<file path="src/rtl/dcache_arb_pkg.sv">
// Shared types and default widths for the data-cache SRAM port arbiter.
package dcache_arb_pkg;

   localparam int DEF_ADDR_W = 12;
   localparam int DEF_DATA_W = 32;
   localparam int DEF_MASK_W = DEF_DATA_W / 8;

   // Widths follow the package defaults; the arbiter top uses the same defaults.
   typedef struct packed {
      logic                  wr;
      logic [DEF_ADDR_W-1:0] addr;
      logic [DEF_DATA_W-1:0] wdata;
      logic [DEF_MASK_W-1:0] mask;
   } mem_req_t;

   typedef enum logic [1:0] {
      OWN_IDLE = 2'd0,
      OWN_P0   = 2'd1,
      OWN_P1   = 2'd2
   } own_e;

endpackage

</file>
<file path="src/rtl/dcache_arb_pick.sv">
// Combinational grant selection for the two SRAM requesters.
// DCACHE_ARB_RR_EN selects round-robin; otherwise fixed priority with a starvation override.
module dcache_arb_pick (
   input  logic req0_i,
   input  logic req1_i,
   input  logic last_gnt_i,
   input  logic starve_hit_i,
   output logic gnt0_o,
   output logic gnt1_o
);

`ifdef DCACHE_ARB_RR_EN
   logic unused_starve_hit_s;
   assign unused_starve_hit_s = starve_hit_i;

   // On conflict the port that did not win last time is served.
   always_comb begin
      gnt0_o = 1'b0;
      gnt1_o = 1'b0;
      if (req0_i && req1_i) begin
         if (last_gnt_i) begin
            gnt0_o = 1'b1;
         end else begin
            gnt1_o = 1'b1;
         end
      end else if (req0_i) begin
         gnt0_o = 1'b1;
      end else if (req1_i) begin
         gnt1_o = 1'b1;
      end else begin
         gnt0_o = 1'b0;
         gnt1_o = 1'b0;
      end
   end
`else
   logic unused_last_gnt_s;
   assign unused_last_gnt_s = last_gnt_i;

   // Port 0 wins unless port 1 has been starved long enough.
   always_comb begin
      gnt0_o = 1'b0;
      gnt1_o = 1'b0;
      if (req1_i && starve_hit_i) begin
         gnt1_o = 1'b1;
      end else if (req0_i) begin
         gnt0_o = 1'b1;
      end else if (req1_i) begin
         gnt1_o = 1'b1;
      end else begin
         gnt0_o = 1'b0;
         gnt1_o = 1'b0;
      end
   end
`endif

endmodule

</file>
<file path="src/rtl/dcache_port_arbiter.sv">
// Shares the single-port data SRAM between the LSU (port 0) and the DMA/loader (port 1).
// Build with DCACHE_ARB_RR_EN for round-robin arbitration instead of fixed priority.
module dcache_port_arbiter
   import dcache_arb_pkg::*;
#(
   parameter int ADDR_W     = DEF_ADDR_W,
   parameter int DATA_W     = DEF_DATA_W,
   parameter int MASK_W     = DATA_W / 8,
   parameter int STARVE_MAX = 8
) (
   input  logic              clk_i,
   input  logic              rst_ni,
   input  logic              req0_i,
   input  logic              wr0_i,
   input  logic [ADDR_W-1:0] addr0_i,
   input  logic [DATA_W-1:0] wdata0_i,
   input  logic [MASK_W-1:0] mask0_i,
   input  logic              req1_i,
   input  logic              wr1_i,
   input  logic [ADDR_W-1:0] addr1_i,
   input  logic [DATA_W-1:0] wdata1_i,
   input  logic [MASK_W-1:0] mask1_i,
   output logic              gnt0_o,
   output logic              gnt1_o,
   output logic              rvalid0_o,
   output logic [DATA_W-1:0] rdata0_o,
   output logic              rvalid1_o,
   output logic [DATA_W-1:0] rdata1_o,
   output logic              mem_en_o,
   output logic              mem_wr_en_o,
   output logic [ADDR_W-1:0] mem_addr_o,
   output logic [DATA_W-1:0] mem_wr_data_o,
   output logic [MASK_W-1:0] mem_wr_mask_o,
   input  logic [DATA_W-1:0] mem_rd_data_i
);

   // Requests are masked during reset so no grant or SRAM access can escape.
   logic req0_v_s, req1_v_s, any_gnt_s, starve_hit_s;
   logic last_gnt_d, last_gnt_q;
   logic rd_pend_d, rd_pend_q, rd_owner_d, rd_owner_q;
   own_e own_d, own_q;
   mem_req_t req0_s, req1_s, sel_s;

   assign req0_v_s  = req0_i & rst_ni;
   assign req1_v_s  = req1_i & rst_ni;
   assign any_gnt_s = gnt0_o | gnt1_o;

   dcache_arb_pick u_pick (
      .req0_i       (req0_v_s),
      .req1_i       (req1_v_s),
      .last_gnt_i   (last_gnt_q),
      .starve_hit_i (starve_hit_s),
      .gnt0_o       (gnt0_o),
      .gnt1_o       (gnt1_o)
   );

`ifdef DCACHE_ARB_RR_EN
   assign starve_hit_s = 1'b0;
`else
   localparam int CNT_W = $clog2(STARVE_MAX + 1);
   localparam logic [CNT_W-1:0] STARVE_MAX_C = CNT_W'(STARVE_MAX);
   logic [CNT_W-1:0] starve_d, starve_q;

   assign starve_hit_s = req1_v_s && (starve_q == STARVE_MAX_C);

   // Count consecutive cycles port 1 waits; saturate so the override stays armed.
   always_comb begin
      starve_d = starve_q;
      if (!req1_v_s || gnt1_o) begin
         starve_d = '0;
      end else if (starve_q != STARVE_MAX_C) begin
         starve_d = starve_q + CNT_W'(1);
      end else begin
         starve_d = starve_q;
      end
   end

   // Starvation counter register.
   always_ff @(posedge clk_i or negedge rst_ni) begin
      if (!rst_ni) begin
         starve_q <= '0;
      end else begin
         starve_q <= starve_d;
      end
   end
`endif

   assign req0_s = '{wr: wr0_i, addr: addr0_i, wdata: wdata0_i, mask: mask0_i};
   assign req1_s = '{wr: wr1_i, addr: addr1_i, wdata: wdata1_i, mask: mask1_i};

   // SRAM request mux; idle cycles present an all-zero request.
   always_comb begin
      sel_s = '0;
      if (gnt1_o) begin
         sel_s = req1_s;
      end else if (gnt0_o) begin
         sel_s = req0_s;
      end else begin
         sel_s = '0;
      end
   end

   assign mem_en_o      = any_gnt_s;
   assign mem_wr_en_o   = any_gnt_s & sel_s.wr;
   assign mem_addr_o    = sel_s.addr;
   assign mem_wr_data_o = sel_s.wdata;
   assign mem_wr_mask_o = sel_s.mask;

   // Next-state for the grant history and read-return pipeline.
   always_comb begin
      last_gnt_d = last_gnt_q;
      rd_pend_d  = any_gnt_s & ~sel_s.wr;
      rd_owner_d = gnt1_o;
      if (any_gnt_s) begin
         last_gnt_d = gnt1_o;
      end else begin
         last_gnt_d = last_gnt_q;
      end
   end

   // Owner tracking is observational only; arbitration never reads it.
   always_comb begin
      own_d = own_q;
      case (own_q)
         OWN_IDLE, OWN_P0, OWN_P1: begin
            if (!(req0_v_s || req1_v_s)) begin
               own_d = OWN_IDLE;
            end else if (gnt0_o) begin
               own_d = OWN_P0;
            end else if (gnt1_o) begin
               own_d = OWN_P1;
            end else begin
               own_d = own_q;
            end
         end
         default: own_d = OWN_IDLE;
      endcase
   end

   // State registers; a read in flight at reset is discarded.
   always_ff @(posedge clk_i or negedge rst_ni) begin
      if (!rst_ni) begin
         last_gnt_q <= 1'b1;
         rd_pend_q  <= 1'b0;
         rd_owner_q <= 1'b0;
         own_q      <= OWN_IDLE;
      end else begin
         last_gnt_q <= last_gnt_d;
         rd_pend_q  <= rd_pend_d;
         rd_owner_q <= rd_owner_d;
         own_q      <= own_d;
      end
   end

   assign rvalid0_o = rd_pend_q & ~rd_owner_q;
   assign rvalid1_o = rd_pend_q &  rd_owner_q;
   assign rdata0_o  = mem_rd_data_i;
   assign rdata1_o  = mem_rd_data_i;

endmodule

</file>
<file path="config.mk">
export PLATFORM = sky130hd
export DESIGN_NAME = dcache_port_arbiter
export DESIGN_NICKNAME = d
export VERILOG_FILES = /design/src/rtl/dcache_arb_pkg.sv /design/src/rtl/dcache_arb_pick.sv /design/src/rtl/dcache_port_arbiter.sv
export SDC_FILE = /design/constraint.sdc
export NUM_CORES = 1
export LEC_CHECK = 0
export BUFFER_PORTS_ARGS = -buffer_cell sky130_fd_sc_hd__buf_2
export CORE_AREA = 8 8 92 94
export DETAILED_ROUTE_END_ITERATION = 8
export DIE_AREA = 0 0 100 102
export SLEW_MARGIN = 20
export SYNTH_ARGS = -nofsm -noshare
export SYNTH_HDL_FRONTEND = slang
export SYNTH_SLANG_ARGS = --single-unit
</file>
<file path="constraint.sdc">
create_clock -name clk_i -period 2.4 [get_ports clk_i]
set_input_delay 0.48 -clock clk_i [delete_from_list [all_inputs] [get_ports clk_i]]
set_output_delay 0.48 -clock clk_i [all_outputs]
set_load 0.02 [all_outputs]
</file>
==> metrics.md <==
| Metric | Value |
|---|---|
| Crit-path max FO | 30 |
| Final Net Count | 377 |
| Post-DP HPWL | 4466 µm |
| Power consumption | ~0.55 mW |
| Max Slew Vio Count | 0 |
| Pre-CTS WS | 0.2648 ns |
| Die height | slightly above 100 µm |
| Distinct cells, synth | 18 |
| Starting Density | 0.1863 |
| Starting DRT DRC Count | 65 |
| CP Launch Type | flop |
| CTS tree | done |
| Final antenna-violating net count | 0 |
| Initial DRT Pass Iterations | 4 |
| Drt wl/cell | 15.31 µm |
| Gate power share | 0.537 |
| Critical path class | reg -> out |
| Min-delay worst type | in -> async |
| Post-CTS setup buffers | 0 |
| Via count | 1364 |
| Routability cong. | 0.7401 |
| Status | finished, final reports clean |
| DRC | 0 |
| Gate Count Post-Synth | 152 |
| Sequential share of power | 0.193 |
| Die width | 100 µm |
| Clock transition at path regs | approximately 0.04 ns |
| Final setup viols | 0 |
| Routed vias/inst | 4.036 |
| H-tree Lvls | 1 |
| Layout cell share with drive strength beyond 1 | 0.6904 |
| Yosys reg bits | 6 |
| Final count of hold timing violations | 0 |
| Maximum number of pins on one net before global-route repair | 33 |
| WL final | about 5200 µm |
| Setup TNS Final | 0 ns |
| Pwr per Cell Area | about 320 mW/mm² |
| GRT overflow | 0 |
| Worst skew pair latency | 0.22 ns |
| Required @ worst endpoint | 1.92 ns |
| P&R area growth vs syn | 31.11% |
| Synthesized area | 0.001315 mm² |
| CP Data Arrival Time | 1.89 ns |
| Clock Path Buffers | 2 |
| First-pass GRT wire length | around 7400 µm |
| Clk network pwr share | 0.270 |
| Tot GR Track Use | 0.08761 |
| Register area share after synthesis | 0.1142 |
| Max_slew headroom | 0.7987 |
| Max IR drop VDD | 115.3 µV |
| CORE AREA | 0.007059 mm² |
| CP max stage cell | dfrtp_1 |
| Slew at the pin closest to its max-slew limit | approximately 0.3 ns |
| Final Worst Setup Slack | 0.03018 ns |
| Max incr delay on CP | 0.39 ns |
| Avg Cell Area, Syn | 8.651 µm² |
| Clock Sinks | 6 |
| Vias in the first global route | 1475 |
| Switching pwr | 0.1996 mW |
| TritonCTS buffer count | 3 |
| Critical path, cell by cell | inv_1 -> ha_1 -> nand3b_4 -> o211a_2 -> buf_4 -> a22o_1 -> buf_2 |
| Setup Skew | between 0.0015 and 0.002 ns |
| Port Buffer Count | 155 |
| Full die area | 0.01020 mm² |
| Highest-count cells in the layout ignoring fill and taps | buf_2 (155), a22o_1 (50), dfrtp_1 (6) |
| IO Count | between 200 and 300 |
| Int Pwr | 0.3479 mW |
| FP Rows | 31 |
| Root Buffer | clkbuf_8 |
| Max-Cap Viols | 0 |
| Register area | 150.1 µm² |
| Leak Pwr | around 1.1 nW |
| ANT cells | 0 |
| Unrepaired setup endpoints after global routing | yes |
| Min Hold Slack | about 0.093 ns |
| Crit. End Element | output pin |
| Syn. warnings | 0 |
| Initial antenna violation count | 0 |
| Multi-input logic area | roughly 580 µm² |
| Fin crit share | 0.9874 |
| Switch share | 0.3646 |
| Filler instances | 803 |
| Commonest non-fill, non-tap cell in the layout | buf_2 |
| Total nets after synthesis | ~290 |
| Max Freq | 0.4220 GHz |
| Tmin final | 2.370 ns |
| Core Util, Final | 0.2442 |
## Yosys cell counts
| master | instances | area, µm² |
|---|---|---|
| o21a_1 | 1 | 7.510 |
| nand3b_4 | 1 | 20.02 |
| xnor2_1 | 1 | 8.760 |
| buf_4 | 64 | 480.5 |
| buf_2 | 5 | 25.02 |
| xor2_1 | 1 | 8.760 |
| buf_6 | 6 | 67.56 |
| nand2_1 | 1 | 3.750 |
| nor2b_1 | 1 | 6.260 |
| and2_1 | 1 | 6.260 |
| a22o_1 | 50 | 437.9 |
| ha_1 | 2 | 25.02 |
| nand3_1 | 1 | 5.000 |
| inv_1 | 5 | 18.77 |
| and3_1 | 4 | 25.02 |
| a21oi_2 | 1 | 8.760 |
| dfrtp_1 | 6 | 150.1 |
| o211a_1 | 1 | 10.01 |
## cell families after synthesis
family | after synthesis | synth area share
xor gates and xnor gates | 2 | 0.01332
AOI/OAI and AO/OA | 53 | 0.3530
adders and majority gates | 2 | 0.01903
and+or+nand+nor | 9 | 0.05043
buffers and inverters | 80 | 0.4500
DFF | 6 | 0.1142
## per-layer routing
| layer | routed length, µm | part of all wire | global-route usage | vias to the layer above |
|---|---|---|---|---|
| met2 | 2450 | 0.47 | 0.1508 | 95 |
| met4 | 211 | 0.041 | 0.04884 | 0 |
| met1 | 1917 | 0.37 | 0.08954 | 580 |
| li1 | - | - | - | 662 |
| met5 | 0 | 0 | 0 | - |
| met3 | 596 | 0.12 | 0.03474 | 27 |
## repair_timing
action,CTS,global route
endpoints found under the setup margin,0,49
hold buffers,0,0
gates resized for setup,0,1
## power by group through the flow
stage | combinational (mW) | sequential, mW | clock (mW)
floorplan | 0.312 | 0.106 | 0
global placement | 0.294 | 0.107 | 0
detailed placement | 0.297 | 0.107 | 0
CTS | 0.297 | 0.106 | 0.152
global route | 0.317 | 0.106 | 0.158
finish | 0.294 | 0.106 | 0.148
## stage by stage
step,cells,cell area (µm²)
2_1_floorplan,152,1315
3_5_place_dp,335,1679
6_report,338,1724
4_1_cts,338,1720
5_1_grt,338,1724
3_3_place_gp,335,1679
## flip-flops by register name (all words and copies together) (netlist names)
register    cells
rd_pend_q       1
rd_owner_q      1
starve_q        4
## worst max-delay path, delay by kind of cell, from the launching register on
kind	cells	cell delay, ns
flip-flops	1	0.39
adder cells (fa/ha/maj)	1	0.21
buffers and inverters	3	0.47
AND/OR/NAND/NOR	1	0.11
AO/OA/AOI/OAI	2	0.48
## final timing paths
kind / startpoint / endpoint / slack, ns / cells past startpoint
max: starve_q[0]$_DFFE_PN0P_ / mem_addr_o[3] / 0.03 / 7
max in group asynchronous: rst_ni / rd_pend_q$_DFF_PN0_ / 2.14 / 1
min: rst_ni / starve_q[3]$_DFFE_PN0P_ / 0.09 / 1
min reg2reg: starve_q[0]$_DFFE_PN0P_ / starve_q[0]$_DFFE_PN0P_ / 0.61 / 2
min in group clk_i: req1_i / starve_q[3]$_DFFE_PN0P_ / 0.58 / 2
max reg2reg: starve_q[0]$_DFFE_PN0P_ / rd_pend_q$_DFF_PN0_ / 0.76 / 6
## layout make-up
| type | count | share of cell area |
|---|---|---|
| repair buffers | 159 | 0.4695 |
| multi-input cells | 66 | 0.3367 |
| flip-flops and latches | 6 | 0.08708 |
| well taps | 99 | 0.07184 |
| clock buffers | 3 | 0.02395 |
| inverters | 5 | 0.01089 |
Note: power is estimated with default switching activity, not from simulation.
